File: src/rtl/wb_pkg.sv
// wb_pkg: shared constants and types for the writeback arbiter (wb_arbiter, wb_fifo).
package wb_pkg;

   localparam int XLEN_DEF   = 32;
   localparam int REG_ADDR_W = 5;
   localparam int NUM_REGS   = 1 << REG_ADDR_W;

   // Buffered LSU result; a dead entry still occupies its slot until popped.
   typedef struct packed {
      logic                  live;
      logic [REG_ADDR_W-1:0] rd;
      logic [XLEN_DEF-1:0]   data;
   } wb_entry_t;

   typedef enum logic [1:0] {
      WB_NONE,
      WB_ALU,
      WB_LSU_FIFO,
      WB_LSU_BYPASS
   } wb_src_e;

endpackage

File: src/rtl/wb_fifo.sv
// wb_fifo: circular buffer of LSU writeback entries with kill-by-rd and a live-entry search
// that feeds the busy scoreboard and the forwarding lookup.
module wb_fifo
   import wb_pkg::*;
#(
   parameter int DEPTH = 4
) (
   input  logic                  clk_i,
   input  logic                  rst_i,
   input  logic                  push_i,
   input  wb_entry_t             push_entry_i,
   input  logic                  pop_i,
   input  logic                  kill_a_i,
   input  logic [REG_ADDR_W-1:0] kill_a_rd_i,
   input  logic                  kill_b_i,
   input  logic [REG_ADDR_W-1:0] kill_b_rd_i,
   output wb_entry_t             head_o,
   output logic                  empty_o,
   output logic                  full_o,
   output logic [NUM_REGS-1:0]   busy_o,
   input  logic [REG_ADDR_W-1:0] match_rd_i,
   output logic                  match_hit_o,
   output logic [XLEN_DEF-1:0]   match_data_o
);

   localparam int PTR_W = $clog2(DEPTH);
   localparam logic [PTR_W-1:0] PTR_ONE  = PTR_W'(1);
   localparam logic [PTR_W:0]   CNT_ONE  = (PTR_W+1)'(1);
   localparam logic [PTR_W:0]   CNT_FULL = (PTR_W+1)'(DEPTH);

   wb_entry_t        mem_q [DEPTH];
   logic [PTR_W-1:0] head_q;
   logic [PTR_W-1:0] tail_q;
   logic [PTR_W:0]   count_q;
   logic             push_ok;
   logic             pop_ok;

   assign empty_o = (count_q == '0);
   assign full_o  = (count_q == CNT_FULL);
   assign head_o  = mem_q[head_q];
   assign push_ok = push_i && !full_o;
   assign pop_ok  = pop_i && !empty_o;

   // NOTE: sequential state uses non-blocking assignments only, so every register samples pre-edge values.
   // NOTE: only the live bits and pointers are reset; rd/data are don't-care while an entry is not live.
   always_ff @(posedge clk_i) begin
      if (rst_i) begin
         head_q  <= '0;
         tail_q  <= '0;
         count_q <= '0;
         for (int i = 0; i < DEPTH; i++) begin
            mem_q[i].live <= 1'b0;
         end
      end else begin
         for (int i = 0; i < DEPTH; i++) begin
            if ((kill_a_i && mem_q[i].rd == kill_a_rd_i) ||
                (kill_b_i && mem_q[i].rd == kill_b_rd_i)) begin
               mem_q[i].live <= 1'b0;
            end
         end
         if (pop_ok) begin
            mem_q[head_q].live <= 1'b0;
            head_q             <= head_q + PTR_ONE;
         end
         // The new entry is younger than every kill this cycle, so its write comes last.
         if (push_ok) begin
            mem_q[tail_q] <= push_entry_i;
            tail_q        <= tail_q + PTR_ONE;
         end
         if (push_ok && !pop_ok) begin
            count_q <= count_q + CNT_ONE;
         end else if (pop_ok && !push_ok) begin
            count_q <= count_q - CNT_ONE;
         end
      end
   end

   // NOTE: every output of this block gets a default first, so no latch can be inferred.
   always_comb begin
      busy_o       = '0;
      match_hit_o  = 1'b0;
      match_data_o = '0;
      for (int i = 0; i < DEPTH; i++) begin
         if (mem_q[i].live) begin
            busy_o[mem_q[i].rd] = 1'b1;
            if (mem_q[i].rd == match_rd_i) begin
               match_hit_o  = 1'b1;
               match_data_o = mem_q[i].data;
            end
         end
      end
      busy_o[0] = 1'b0;
   end

endmodule

File: src/rtl/wb_arbiter.sv
// wb_arbiter: merges the ALU and LSU writeback streams onto the register-file write port.
// Build option: define WB_FWD_EN to enable the forwarding lookup; XLEN must not exceed XLEN_DEF.
module wb_arbiter
   import wb_pkg::*;
#(
   parameter int XLEN  = XLEN_DEF,
   parameter int DEPTH = 4
) (
   input  logic                  clk_i,
   input  logic                  rst_i,
   input  logic                  alu_valid_i,
   input  logic [REG_ADDR_W-1:0] alu_rd_i,
   input  logic [XLEN-1:0]       alu_data_i,
   input  logic                  lsu_valid_i,
   output logic                  lsu_ready_o,
   input  logic [REG_ADDR_W-1:0] lsu_rd_i,
   input  logic [XLEN-1:0]       lsu_data_i,
   output logic [XLEN-1:0]       dataW_o,
   output logic [REG_ADDR_W-1:0] rsW_o,
   output logic                  RegWEn_o,
   output logic [NUM_REGS-1:0]   busy_o,
   input  logic [REG_ADDR_W-1:0] fwd_rs_i,
   output logic                  fwd_hit_o,
   output logic [XLEN-1:0]       fwd_data_o
);

   wb_entry_t             head;
   wb_entry_t             push_entry;
   logic                  fifo_empty;
   logic                  fifo_full;
   logic                  fifo_hit;
   logic [XLEN_DEF-1:0]   fifo_hit_data;
   logic [REG_ADDR_W-1:0] lookup_rd;
   logic                  alu_go;
   logic                  lsu_xfer;
   logic                  lsu_keep;
   logic                  pop;
   logic                  push;
   wb_src_e               src;

   logic                  wen_q,  wen_d;
   logic [REG_ADDR_W-1:0] rd_q,   rd_d;
   logic [XLEN-1:0]       data_q, data_d;

   assign lsu_ready_o = !rst_i && !fifo_full;
   assign alu_go      = alu_valid_i && (alu_rd_i != '0);
   assign lsu_xfer    = lsu_valid_i && lsu_ready_o;
   assign lsu_keep    = lsu_xfer && (lsu_rd_i != '0);

   // A dead head still claims the slot: it is popped and nothing is written.
   always_comb begin
      src = WB_NONE;
      if (alu_go) begin
         src = WB_ALU;
      end else if (!fifo_empty) begin
         src = head.live ? WB_LSU_FIFO : WB_NONE;
      end else if (lsu_keep) begin
         src = WB_LSU_BYPASS;
      end
   end

   assign pop        = !alu_go && !fifo_empty;
   assign push       = lsu_keep && (src != WB_LSU_BYPASS);
   assign push_entry = '{live: 1'b1, rd: lsu_rd_i, data: XLEN_DEF'(lsu_data_i)};

   wb_fifo #(
      .DEPTH (DEPTH)
   ) u_fifo (
      .clk_i        (clk_i),
      .rst_i        (rst_i),
      .push_i       (push),
      .push_entry_i (push_entry),
      .pop_i        (pop),
      .kill_a_i     (alu_go),
      .kill_a_rd_i  (alu_rd_i),
      .kill_b_i     (lsu_keep),
      .kill_b_rd_i  (lsu_rd_i),
      .head_o       (head),
      .empty_o      (fifo_empty),
      .full_o       (fifo_full),
      .busy_o       (busy_o),
      .match_rd_i   (lookup_rd),
      .match_hit_o  (fifo_hit),
      .match_data_o (fifo_hit_data)
   );

   always_comb begin
      wen_d  = 1'b1;
      rd_d   = rd_q;
      data_d = data_q;
      case (src)
         WB_ALU: begin
            rd_d   = alu_rd_i;
            data_d = alu_data_i;
         end
         WB_LSU_FIFO: begin
            rd_d   = head.rd;
            data_d = XLEN'(head.data);
         end
         WB_LSU_BYPASS: begin
            rd_d   = lsu_rd_i;
            data_d = lsu_data_i;
         end
         default: wen_d = 1'b0;
      endcase
   end

   always_ff @(posedge clk_i) begin
      if (rst_i) begin
         wen_q  <= 1'b0;
         rd_q   <= '0;
         data_q <= '0;
      end else begin
         wen_q  <= wen_d;
         rd_q   <= rd_d;
         data_q <= data_d;
      end
   end

   assign RegWEn_o = wen_q;
   assign rsW_o    = rd_q;
   assign dataW_o  = data_q;

`ifdef WB_FWD_EN
   assign lookup_rd = fwd_rs_i;

   // A buffered write is younger than the one in the output stage, so it wins.
   always_comb begin
      fwd_hit_o  = 1'b0;
      fwd_data_o = '0;
      if (fwd_rs_i != '0) begin
         if (fifo_hit) begin
            fwd_hit_o  = 1'b1;
            fwd_data_o = XLEN'(fifo_hit_data);
         end else if (wen_q && (rd_q == fwd_rs_i)) begin
            fwd_hit_o  = 1'b1;
            fwd_data_o = data_q;
         end
      end
   end
`else
   logic unused_fwd;

   assign lookup_rd  = '0;
   assign unused_fwd = ^{fwd_rs_i, fifo_hit, fifo_hit_data};
   assign fwd_hit_o  = 1'b0;
   assign fwd_data_o = '0;
`endif

endmodule
File: config.mk
export PLATFORM = sky130hd
export DESIGN_NAME = wb_arbiter
export DESIGN_NICKNAME = d
export VERILOG_FILES = /design/src/rtl/wb_pkg.sv /design/src/rtl/wb_fifo.sv /design/src/rtl/wb_arbiter.sv
export SDC_FILE = /design/constraint.sdc
export NUM_CORES = 1
export LEC_CHECK = 0
export CAP_MARGIN = 10
export CORE_UTILIZATION = 50
export DETAILED_ROUTE_END_ITERATION = 6
export PLACE_DENSITY_LB_ADDON = 0.3
export SLEW_MARGIN = 20
export SYNTH_ARGS = -nofsm -noshare
export SYNTH_HDL_FRONTEND = slang
export SYNTH_SLANG_ARGS = --single-unit
File: constraint.sdc
create_clock -name clk_i -period 7.5 [get_ports clk_i]
set_input_delay 0.75 -clock clk_i [delete_from_list [all_inputs] [get_ports clk_i]]
set_output_delay 0.75 -clock clk_i [all_outputs]
set_load 0.01 [all_outputs]
==> reports/qor.csv <==
stage;metric;value;unit
status;status;completed;
timing;setup_viol;0;
global_routing;grt_pass1_wl;38770;microns
timing;setup_tns;0;ps
final_layout;mostFrequentLayoutCells;148 x edfxtp_1, 146 x clkdlybuf4s50_1, 64 x inv_1, 49 x dfxtp_1, 38 x mux4_2;
die;die-area;20900;sq um
drt;vias_per_cell;6.101;
timing;period_minus_slack;3976;ps
yosys;synth_edf_count;148;
yosys;async_flop_share;0;%
min_path;hold-path-cell-count;2;
die;die_h;144.6;microns
final_layout;postLayoutCoreUtil;61.87;%
cts;numCtsBuffers;17;
yosys;synth_area_leaders;edfxtp_1 44%, dfxtp_1 10%, mux4_2 8.4%;
yosys;ys_warn_count;0;
yosys;synthDominantCellAreaShare;43.73;%
final_layout;insertedDiodeCount;0;
global_routing;grt_max_degree;39;
placed_design;dpl_cell_area;11620;sq um
global_routing;grt_overflow;0;
cts;cts-htree-levels;4;
critical_path;start_kind;input pin;
cts;cts_tree;built;
drt;drt-total-wl;25170;microns
critical_path;required;7820;ps
critical_path;r2r_cells;4;
final_layout;area_delta_synth_final;20.03;%
final_layout;nets;991;
die;core;19720;sq um
critical_path;arrival;4300;ps
critical_path;worstReg2RegStart;u_fifo.mem_q[3][37]$_SDFFE_PP1P_;
drt;ant_nets;0;
job;maxCapViolCount;0;
timing;worst_slew_pin_slew;1115;ps
die;start_util;51.55;%
yosys;synth_area;10160;sq um
min_path;min_from;dataW_o[8]$_SDFFE_PP0P_;
drt;vias;7169;
drt;detail_route.wl_per_cell;21.42;microns
power;peakVddDrop;0.1861;mV
timing;slew_violations;0;
cts;cts_sinks;199;
cts;clockBufferDepth;2;
placed_design;gp_congestion;0.8980;
critical_path;cp_max_fo;25;
yosys;synth.largest_area_cell;edfxtp_1;
power;swShare;29.69;%
power;p_sw;0.0008978;W
timing;clock_skew;11.69;ps
final_layout;final_common_cell;edfxtp_1;
die;die_width;144.6;microns
cts;clk_latency;430;ps
final_layout;final_cell_area;12200;sq um
global_routing;grt_pass1_vias;6943;
final_layout;regArea;5468;sq um
timing;layout_worst_path_cycle_share;53.01;%
cts;cts-resized-gates;0;
power;pwr-share-clk;29.8;%
power;finalPower;0.003024;W
yosys;synthCells;794;
drt;dr.pass1.iters;5;
yosys;syn_avg_cell_area;12.80;sq um
critical_path;worstSetupEndpointType;flop;
placed_design;hpwl;15550;microns
cts;clk_pin_slew;70;ps
cts;ctsHoldBuffers;0;
final_layout;fillCellCount;1553;
timing;slew_headroom;25.49;%
timing;hold_viol;0;
drt;drc;0;
power;pwr-share-comb;25.6;%
yosys;synth_cell_types;61;
power;p_per_area;247.9;nW/um^2
cts;post_cts_buffers;0;
timing;max_freq;251.5;MHz
final_layout;multi_input_area;4030;sq um
power;p_seq_share;44.6;%
yosys;ys_dominant_reg_cell;edfxtp_1;
power;p_leak;4.154;nW
critical_path;reg2reg_slack;4430;ps
min_path;holdPathEnd;dataW_o[8]$_SDFFE_PP0P_;
die;rows;51;
global_routing;grt_antenna_before_repair;0;
critical_path;r2r_end;dataW_o[9]$_SDFFE_PP0P_;
timing;rsz0062_at_grt;false;
final_layout;drive_gt1_share;13.08;%
drt;first_iter_violations;623;
placed_design;io_buffers;147;
power;intPower;0.002127;W
yosys;synth-seq-area-share;53.77;%
yosys;ys_seq_elements;199;
cts;cts_root_buffer;clkbuf_16;
die;ios;187;
critical_path;path_class;input pin to flop;
min_path;hold_class;flop to flop;
global_routing;gr-usage-all-layers;25.08;%
cell type report:
type | instances | area share (%)
Sequential cell | 199 | 44.82
Multi-Input combinational cell | 457 | 33.04
Timing Repair Buffer | 158 | 12.70
Clock buffer | 18 | 3.518
Tap cell | 265 | 2.718
Inverter | 65 | 2.000
Clock inverter | 13 | 1.210
critical path: stages:
cell and delay (ps):
clkdlybuf4s50_1 610, or4_4 820, o22ai_2 850, nand3_1 820
o221ai_1 440
through the flow:
| stage | setup slack, ps | hold WS (ps) | instances |
|---|---|---|---|
| after floorplan | 2690 | 468.5 | 827 |
| after global placement | 3208 | 486.0 | 1144 |
| after detailed placement | 3124 | 494.8 | 1144 |
| after CTS | 3581 | 505.3 | 1175 |
| after global routing | 3381 | 529.9 | 1175 |
| final | 3524 | 501.0 | 1175 |
sequential cells by signal (all words and copies together), names as in the netlist, named ones only:
signal and cells:
rsW_o 5, RegWEn_o 1, u_fifo.count_q 3, u_fifo.head_q 2, u_fifo.mem_q 152, u_fifo.tail_q 2
dataW_o 32
how the worst max path moves through the flow:
stage | from | end | slack (ps) | cells after the start
2_1_floorplan | alu_rd_i[1] | u_fifo.mem_q[0][0]$_DFFE_PP_ | 2690 | 5
3_3_place_gp | alu_rd_i[2] | dataW_o[1]$_SDFFE_PP0P_ | 3210 | 5
3_5_place_dp | alu_rd_i[2] | dataW_o[9]$_SDFFE_PP0P_ | 3120 | 5
4_1_cts | alu_rd_i[3] | dataW_o[9]$_SDFFE_PP0P_ | 3580 | 5
5_1_grt | alu_rd_i[3] | dataW_o[1]$_SDFFE_PP0P_ | 3380 | 5
6_report | alu_rd_i[2] | dataW_o[9]$_SDFFE_PP0P_ | 3520 | 5
synthesized netlist by cell type, drive strengths merged, types with 2 or more instances:
master and number:
ha 9, nand2 35, nand3b 10, xnor2 13
nor3 11, and3b 3, or3b 6, a41o 2
mux4 38, xor2 30, a41oi 3, mux2i 16
o21ai 4, o211ai 22, nor2b 3, o211a 2
nand3 10, nor2 19, nand4 28, a22oi 15
a211oi 4, o31a 20, a21oi 4, dfxtp 51
and3 5, or4 2, inv 64, o22ai 17
a32oi 2, a31o 2, nor3b 8, clkbuf 49
edfxtp 148, or3 4, a221o 16, o221ai 48
buf 57, a31oi 2
power by group through the flow:
stage	Combinational [W]	Clock, W	Sequential, W
2_1_floorplan	0.000521	0	0.00137
3_3_place_gp	0.000765	0	0.00137
3_5_place_dp	0.000776	0	0.00137
4_1_cts	0.000780	0.000914	0.00135
5_1_grt	0.000843	0.000954	0.00136
6_report	0.000775	0.000902	0.00135
routing by layer:
metal	part of all wire [%]	GRT usage [%]	vias to the layer above
met5	0	0	-
met4	1.8	10.69	0
met3	7.0	4.404	37
met2	50	40.74	350
met1	42	33.12	3562
li1	-	-	3220
cell families (layout without fill, tap and decap cells):
| logic type | count (synthesis) | after routing | synth area share, % |
|---|---|---|---|
| muxes | 55 | 55 | 10.11 |
| xor gates and xnor gates | 43 | 43 | 3.706 |
| and+or+nand+nor | 147 | 147 | 8.051 |
| adders and majority gates | 10 | 10 | 1.305 |
| buffers and inverters | 171 | 254 | 8.371 |
| other | 1 | 34 | 0.03690 |
| AOI/OAI and AO/OA | 168 | 168 | 14.65 |
| DFF | 199 | 199 | 53.77 |
No activity file was read; power rests on OpenSTA's default activity.
